[config.mk]
export PLATFORM = sky130hd
export DESIGN_NAME = alu_bus_unit_flat
export DESIGN_NICKNAME = d
export VERILOG_FILES = /design/src/rtl/alu_bus_unit_if.sv /design/src/rtl/alu_bus_unit.sv /design/src/flat_wrapper.sv
export SDC_FILE = /design/constraint.sdc
export NUM_CORES = 1
export LEC_CHECK = 0
export CORE_MARGIN = 2
export CORE_UTILIZATION = 35
export CTS_CLUSTER_SIZE = 20
export DETAILED_ROUTE_END_ITERATION = 12
export PLACE_DENSITY_LB_ADDON = 0.3
export SYNTH_ARGS = -nofsm -noshare
export SYNTH_HDL_FRONTEND = slang
export SYNTH_SLANG_ARGS = --single-unit
[constraint.sdc]
create_clock -name clk -period 3.57 [get_ports clk]
set_input_delay 0.5355 -clock clk [delete_from_list [all_inputs] [get_ports clk]]
set_output_delay 0.5355 -clock clk [all_outputs]
set_load 0.02 [all_outputs]
[src/rtl/alu_bus_unit_if.sv]
// Bus/ALU signal bundle for alu_bus_unit.
// master drives sources, select, accumulator and opcode; slave returns results and flags.
interface alu_bus_unit_if #(
    parameter int WIDTH = 8
);
    logic [WIDTH-1:0] in0, in1, in2, in3;
    logic [WIDTH-1:0] in4, in5, in6, in7;
    logic [2:0]       sel;
    logic [WIDTH-1:0] bus;
    logic [WIDTH-1:0] acc;
    logic [2:0]       op;
    logic [WIDTH-1:0] result;
    logic             zero, carry, sign, overflow;
    logic             z_flag, c_flag, s_flag, v_flag;

    modport master (
        output in0, in1, in2, in3, in4, in5, in6, in7,
        output sel, acc, op,
        input  bus, result,
        input  zero, carry, sign, overflow,
        input  z_flag, c_flag, s_flag, v_flag
    );

    modport slave (
        input  in0, in1, in2, in3, in4, in5, in6, in7,
        input  sel, acc, op,
        output bus, result,
        output zero, carry, sign, overflow,
        output z_flag, c_flag, s_flag, v_flag
    );
endinterface

[src/rtl/alu_bus_unit.sv]
// 8-way bus mux feeding ALU operand B, with a registered Z/C/S/V flag register.
// Define ALU_LOGIC_OPS_EN to enable AND/OR/XOR/SHL/SHR on opcodes 3-7.
module alu_bus_unit #(
    parameter int WIDTH = 8
) (
    input  logic        clk,
    input  logic        rst_n,
    alu_bus_unit_if.slave io
);
    localparam int MSB = WIDTH - 1;

    logic [WIDTH-1:0] bus_o;
    logic [WIDTH-1:0] res;
    logic             cy, ov, wr;
    logic [3:0]       flags_d, flags_q;

    always_comb begin
        bus_o = '0;
        case (io.sel)
            3'd0: bus_o = io.in0;
            3'd1: bus_o = io.in1;
            3'd2: bus_o = io.in2;
            3'd3: bus_o = io.in3;
            3'd4: bus_o = io.in4;
            3'd5: bus_o = io.in5;
            3'd6: bus_o = io.in6;
            3'd7: bus_o = io.in7;
            default: bus_o = '0;
        endcase
    end

    // wr marks opcodes whose flags are latched; PASS-like codes leave it low
    always_comb begin
        res = bus_o;
        cy  = 1'b0;
        ov  = 1'b0;
        wr  = 1'b0;
        case (io.op)
            3'd1: begin
                {cy, res} = {1'b0, io.acc} + {1'b0, bus_o};
                ov = (io.acc[MSB] == bus_o[MSB]) && (res[MSB] != io.acc[MSB]);
                wr = 1'b1;
            end
            3'd2: begin
                res = io.acc - bus_o;
                cy  = (io.acc >= bus_o);
                ov  = (io.acc[MSB] != bus_o[MSB]) && (res[MSB] != io.acc[MSB]);
                wr  = 1'b1;
            end
`ifdef ALU_LOGIC_OPS_EN
            3'd3: begin
                res = io.acc & bus_o;
                wr  = 1'b1;
            end
            3'd4: begin
                res = io.acc | bus_o;
                wr  = 1'b1;
            end
            3'd5: begin
                res = io.acc ^ bus_o;
                wr  = 1'b1;
            end
            3'd6: begin
                res = {io.acc[MSB-1:0], 1'b0};
                cy  = io.acc[MSB];
                wr  = 1'b1;
            end
            3'd7: begin
                res = {1'b0, io.acc[MSB:1]};
                cy  = io.acc[0];
                wr  = 1'b1;
            end
`endif
            default: begin
                res = bus_o;
            end
        endcase
    end

    assign flags_d = wr ? {(res == '0), cy, res[MSB], ov} : flags_q;

    always_ff @(posedge clk or negedge rst_n) begin
        if (!rst_n) flags_q <= 4'b0000;
        else        flags_q <= flags_d;
    end

    assign io.bus      = bus_o;
    assign io.result   = res;
    assign io.zero     = (res == '0);
    assign io.carry    = cy;
    assign io.sign     = res[MSB];
    assign io.overflow = ov;
    assign io.z_flag   = flags_q[3];
    assign io.c_flag   = flags_q[2];
    assign io.s_flag   = flags_q[1];
    assign io.v_flag   = flags_q[0];
endmodule

[src/flat_wrapper.sv]
// flat-port wrapper written by rule: the top's interface ports become plain ports
module alu_bus_unit_flat 
#(
    parameter int WIDTH = 8
)
  (clk, rst_n, io_in0, io_in1, io_in2, io_in3, io_in4, io_in5, io_in6, io_in7, io_sel, io_acc, io_op, io_bus, io_result, io_zero, io_carry, io_sign, io_overflow, io_z_flag, io_c_flag, io_s_flag, io_v_flag);
  alu_bus_unit_if #(.WIDTH(WIDTH)) io_i ();
  input  logic clk;
  input  logic rst_n;
  input wire logic [$bits(io_i.in0)-1:0] io_in0;
  input wire logic [$bits(io_i.in1)-1:0] io_in1;
  input wire logic [$bits(io_i.in2)-1:0] io_in2;
  input wire logic [$bits(io_i.in3)-1:0] io_in3;
  input wire logic [$bits(io_i.in4)-1:0] io_in4;
  input wire logic [$bits(io_i.in5)-1:0] io_in5;
  input wire logic [$bits(io_i.in6)-1:0] io_in6;
  input wire logic [$bits(io_i.in7)-1:0] io_in7;
  input wire logic [$bits(io_i.sel)-1:0] io_sel;
  input wire logic [$bits(io_i.acc)-1:0] io_acc;
  input wire logic [$bits(io_i.op)-1:0] io_op;
  output wire logic [$bits(io_i.bus)-1:0] io_bus;
  output wire logic [$bits(io_i.result)-1:0] io_result;
  output wire logic [$bits(io_i.zero)-1:0] io_zero;
  output wire logic [$bits(io_i.carry)-1:0] io_carry;
  output wire logic [$bits(io_i.sign)-1:0] io_sign;
  output wire logic [$bits(io_i.overflow)-1:0] io_overflow;
  output wire logic [$bits(io_i.z_flag)-1:0] io_z_flag;
  output wire logic [$bits(io_i.c_flag)-1:0] io_c_flag;
  output wire logic [$bits(io_i.s_flag)-1:0] io_s_flag;
  output wire logic [$bits(io_i.v_flag)-1:0] io_v_flag;
  assign io_i.in0 = io_in0;
  assign io_i.in1 = io_in1;
  assign io_i.in2 = io_in2;
  assign io_i.in3 = io_in3;
  assign io_i.in4 = io_in4;
  assign io_i.in5 = io_in5;
  assign io_i.in6 = io_in6;
  assign io_i.in7 = io_in7;
  assign io_i.sel = io_sel;
  assign io_i.acc = io_acc;
  assign io_i.op = io_op;
  assign io_bus = io_i.bus;
  assign io_result = io_i.result;
  assign io_zero = io_i.zero;
  assign io_carry = io_i.carry;
  assign io_sign = io_i.sign;
  assign io_overflow = io_i.overflow;
  assign io_z_flag = io_i.z_flag;
  assign io_c_flag = io_i.c_flag;
  assign io_s_flag = io_i.s_flag;
  assign io_v_flag = io_i.v_flag;
  alu_bus_unit #(.WIDTH(WIDTH)) u_core (.clk(clk), .rst_n(rst_n), .io(io_i));
endmodule
* After elaboration in Yosys (flattened, before gate mapping)
Index checks and enable logic that the tools add are counted.
** Word-level totals
- Bits in registers :: 4
- Input bits :: 80
- Output and inout port bits :: 24
- Logic and storage cells :: 27
** Cells by class
- $add $sub $neg :: 2
- $lt $le $gt $ge :: 1
- Eq/ne operators :: 13
- Mux-type cells :: 5
- Reductions and logical operators :: 5
** Operators by type and width (number)
- one-hot mux 8 bit (8 select lines) :: 1
- one-hot mux 8 bit (2 select lines) :: 1
- equality test 3 bit (second input constant) :: 4
- adder 8 x 8 -> 9 bit :: 1
- equality test 3 x 2 -> 1 bit (second input constant) :: 3
- greater-or-equal comparator 8 bit :: 1
- zero test 8 bit :: 1
- subtractor 8 bit :: 1
- equality test 3 x 1 -> 1 bit (second input constant) :: 2
- one-hot mux 1 bit (2 select lines) :: 2
- zero test 3 bit :: 1
- inequality test 1 bit :: 3
- logical AND 1 bit :: 2
- OR reduction 2 bit :: 1
- equality test 1 bit :: 1
- 2-to-1 mux 1 bit :: 1

* Depth between registers and ports, before layout
- Depth after elaboration :: 6
- Mapped depth :: 15
- Mapped depth without buffers :: 14

* Worst setup path before layout
OpenSTA, ideal clock, no wires.
- Path type :: input -> output
- From :: input port io_sel[1]
- To :: output port io_zero
- Arrival :: 4030 ps
- Setup slack :: -996 ps
- Stages :: 15
- Path buffers :: 3
- Cells stage by stage :: buf_6 > buf_6 > buf_6 > a21oi_1 > o21ai_0 > a21oi_2 > inv_1 > ha_1 > a211oi_1 > o21ai_0 > a41oi_1 > xor2_1 > a22oi_1 > a21boi_0 > nor4_1
** Between the ends
- Cells in the longest elaborated chain, start to end :: 5
** Ends and longest elaborated chain
- start, declared :: RTL line flat_wrapper.sv:18 : input wire logic [$bits(io_i.sel)-1:0] io_sel;
- equality test 3 bit (tied with other cells) :: RTL line alu_bus_unit.sv:19 : case (io.sel)
- one-hot mux 8 bit (8 select lines) * :: RTL line alu_bus_unit.sv:19
- net io_bus[1] :: RTL line flat_wrapper.sv:21 : output wire logic [$bits(io_i.bus)-1:0] io_bus;
- subtractor 8 bit or adder 8 x 8 -> 9 bit (tied branches) :: RTL line alu_bus_unit.sv:45, alu_bus_unit.sv:40
- one-hot mux 8 bit (2 select lines) * :: RTL line alu_bus_unit.sv:38 : case (io.op)
- net io_sign :: RTL line flat_wrapper.sv:25 : output wire logic [$bits(io_i.sign)-1:0] io_sign;
- zero test 8 bit * :: RTL line alu_bus_unit.sv:89 : assign io.zero = (res == '0);
- end, declared :: RTL line flat_wrapper.sv:23 : output wire logic [$bits(io_i.zero)-1:0] io_zero;
Mark *: on every way through the listed nets, which the timed path passes. The rest lies on a longest branch.

* Worst setup path in the final report
- From :: input port io_sel[2]
- To :: output port io_zero
** Between the ends
- Cells in the longest elaborated chain, start to end :: 5
** Ends and longest elaborated chain (RTL line)
- equality test 3 bit (tied with other cells) :: alu_bus_unit.sv:19
- one-hot mux 8 bit (8 select lines) * :: alu_bus_unit.sv:19
- subtractor 8 bit or adder 8 x 8 -> 9 bit (tied branches) :: alu_bus_unit.sv:45, alu_bus_unit.sv:40
- one-hot mux 8 bit (2 select lines) * :: alu_bus_unit.sv:38
- zero test 8 bit * :: alu_bus_unit.sv:89
Mark *: on every way between the ends. The rest lies on a longest branch, timed or not.

==> impl_metrics.tcl <==
set metrics [dict create \
    fin_area_mm2 0.00437 \
    use_met1_pct 32.9 \
    dr.pass1.iters 5 \
    crit_cells 15 \
    synth_compound_area_share_pct 33.8 \
    cts_made_buffers 3 \
    rsz0062_at_grt "true" \
    required_ns 3.03 \
    cp_top_family "simple AND/OR/NAND/NOR gates" \
    synthArstFlopShare_pct 100 \
    wl_mm 9.95 \
    clkLatencyLatePin_ns 0.22 \
    synth_nets 330 \
    synth_top_family_by_area "compound AO/OA/AOI/OAI gates" \
    antenna_found_initial 0 \
    rr_endpoint "u_core.flags_q[1]" \
    crit_arrival_ns 3.63 \
    die_w_um 75.5 \
    ctsLongestPathBuffers 2 \
    hold_violations 0 \
    htree_num_levels 1 \
    cp_cell_sequence "buf_8 -> buf_6 -> inv_1 -> o211ai_1 -> a21oi_4 -> buf_6 -> fa_2 -> nor2b_4 -> o31ai_4 -> xnor2_1 -> o32a_1 -> nand2_1 -> or4b_4 -> nor4_4 -> buf_4" \
    endpoint_kind "primary output" \
    critPathLaunch "io_sel[2]" \
    dr.first_iter.drc_count 230 \
    synth_top_flop_cell "dfrtp_1" \
    largest_register "u_core.flags_q" \
    largest_reg_flops 4 \
    synth_edf_count 0 \
    synth_xor_area_share_pct 4.41 \
    ctsRootBufferMaster "clkbuf_8" \
    p_leak_nw 2.03 \
    synthSimpleGateAreaFrac_pct 20.3 \
    antennaDiodeCount 0 \
    cp-start-kind "input port" \
    avgSynthCellArea_um2 7.81 \
    setup_viol 9 \
    path_class "in -> out" \
    yosys_warnings 0 \
    yosysSeqAreaShare_pct 5.60 \
    critPathSlowestCell "or4b_4" \
    area_growth_pct 145 \
    ys_ff_latch 4 \
    muxShareOfSynthArea_pct 12.3 \
    grt_pass1_vias 2733 \
    reg.largest.list "u_core.flags_q: 4 flops" \
    holdBufCountCts 0 \
    grt_use_total_pct 28.3 \
    met3_usage_pct 4.37 \
    final.period_utilization_pct 117 \
    violations "negative setup slack" \
    synthesis.area_mm2 0.00179 \
    ant_nets 0 \
    io-pin-count 104 \
    power.total_mw 1.17 \
    num-fill-cells 240 \
    vias 2871 \
    synthAdderAreaFrac_pct 15.5 \
    skew_ns 0 \
    place_area_mm2 0.00353 \
    wl_per_cell_um 19.9 \
    synth.distinct_cells 60 \
    synth_cells 229 \
    busiest_layer "met2" \
    grt_max_degree 13 \
    rows 26 \
    tightestPinTransition_ns 0.358 \
    hpwl_mm 6.07 \
    nNetsFinal 533 \
    slowest_delay_ns 0.56 \
    fp.coreArea_mm2 0.00501 \
    regArea_um2 100 \
    cpMostUsedCell "buf_6" \
    viasPerCell 5.74 \
    grt_use_met2_pct 52.9 \
    cp-endpoint "io_zero" \
    drive_above_1_share_pct 50.7 \
    cts_tree "yes" \
    path_max_fanout 11 \
    die_h_um 75.5 \
    vdd_ir_drop_max_mv 0.196 \
    cp_num_buf_inv 5 \
    maxCapViolCount 0 \
    rr_worst_depth 2 \
    ff2ff_setup_slack_ns 2.84 \
    outcome "finished, violations left" \
    gp_congestion 0.975 \
    grt_overflow_total 0 \
    r2r_start "u_core.flags_q[1]" \
    cts.reportedPaths.clkPinSlew_ns 0.04 \
    hp-class "in -> async" \
    clkSinkCount 4 \
    port_buffers 103 \
    die_area_mm2 0.00570 \
    fmax_mhz 240 \
    finalMaxSlewViolations 0 \
    grt_pass1_wl_mm 12.5 \
    initial_core_util_pct 35.7 \
    slew-limit-headroom_pct 76.1 \
    fin_crit_ns 4.17 \
    drc_errors 0 \
    setup_ws_ns -0.598 \
    multi_input_area_mm2 0.00213 \
    powerDensity_mw_per_mm2 267 \
]
-- kinds of logic after synthesis --
group,after synthesis
AOI/OAI and AO/OA,82
xor gates and xnor gates,9
adders and majority gates,21
buffers and inverters,28
DFF,4
muxes,16
and+or+nand+nor,69
-- synth_stat cells (5+ instances only) --
library cell,count,area (um^2)
ha_1,19,238
inv_1,18,67.6
nor2_1,18,67.6
o21ai_0,16,80.1
nand2_1,15,56.3
a21oi_1,12,60.1
nand2b_1,12,75.1
nor2b_1,9,56.3
a22oi_1,8,60.1
mux2i_1,7,70.1
nand3_1,5,25.0
xnor2_1,5,43.8
-- layout by cell type (no fill, tap or decap), types with 3 or more instances in the layout --
cell type and count:
clkbuf_8 3, a22oi_2 4, a21oi_4 3, a21oi_2 3
nand2b_1 9, mux2i_1 5, a21oi_1 7, dlymetal6s2s_1 15
dfrtp_1 4, nor2_2 5, nand3_1 4, ha_4 12
xnor2_1 5, inv_1 10, o22ai_1 3, buf_4 81
buf_2 3, clkdlybuf4s50_1 58, ha_1 7, o21ai_1 5
a21o_1 4, a221oi_2 3, nand2b_4 3, buf_8 4
inv_2 7, nor2b_2 4, a22oi_1 4, dlygate4sd2_1 17
nor2b_1 3, mux2_4 3, buf_6 29, mux4_2 3
nor2_1 11, nand2_1 14, o21ai_2 8, o21ai_0 4
-- how the worst min path moves through the flow --
stage                       from                 to  slack, ns  cells past startpoint
3_5_place_dp   u_core.flags_q[0]  u_core.flags_q[0]       0.47                      1
2_1_floorplan              rst_n  u_core.flags_q[0]       0.24                      0
4_1_cts        u_core.flags_q[0]  u_core.flags_q[0]       0.47                      1
6_report                   rst_n  u_core.flags_q[0]       0.51                      1
5_1_grt        u_core.flags_q[2]  u_core.flags_q[2]       0.52                      1
3_3_place_gp   u_core.flags_q[2]  u_core.flags_q[2]       0.46                      1
-- timing repair --
item / in CTS / in global routing
pin swaps: 46 / 56
setup endpoints to repair: 16 / 11
resized for setup: 156 / 68
setup buffers: 16 / 16
-- through the flow --
step | utilization [%] | hold WS, ns | setup WS (ns) | setup TNS, ns | cells
2_1_floorplan | - | 0.240 | -0.363 | -0.560 | 229
3_3_place_gp | 70.5 | 0.462 | -1.44 | -13.00 | 465
3_5_place_dp | 70.5 | 0.471 | -1.49 | -13.96 | 465
4_1_cts | 78.8 | 0.473 | -0.463 | -1.43 | 484
5_1_grt | 87.3 | 0.524 | -0.682 | -3.32 | 500
6_report | 87.3 | 0.509 | -0.598 | -2.38 | 500
-- layout make-up --
class | instances | share of cell area [%]
Clock buffer | 3 | 0.944
Sequential cell | 4 | 2.29
Multi-Input combinational cell | 197 | 48.6
Inverter | 18 | 1.60
Tap cell | 70 | 2.00
Timing Repair Buffer | 208 | 44.5
-- layer usage --
layer,routed length [um],vias to the layer above
met4,467,0
met3,682,44
met5,0,-
met1,3530,1361
met2,5270,200
li1,-,1266
-- report_power, final --
part	internal [mW]	switching [mW]	total, mW
clock	0.0723	0.0277	0.100
combinational	0.537	0.469	1.01
sequential	0.0563	0.00610	0.0624
Note: power is estimated with default switching activity, not from simulation.
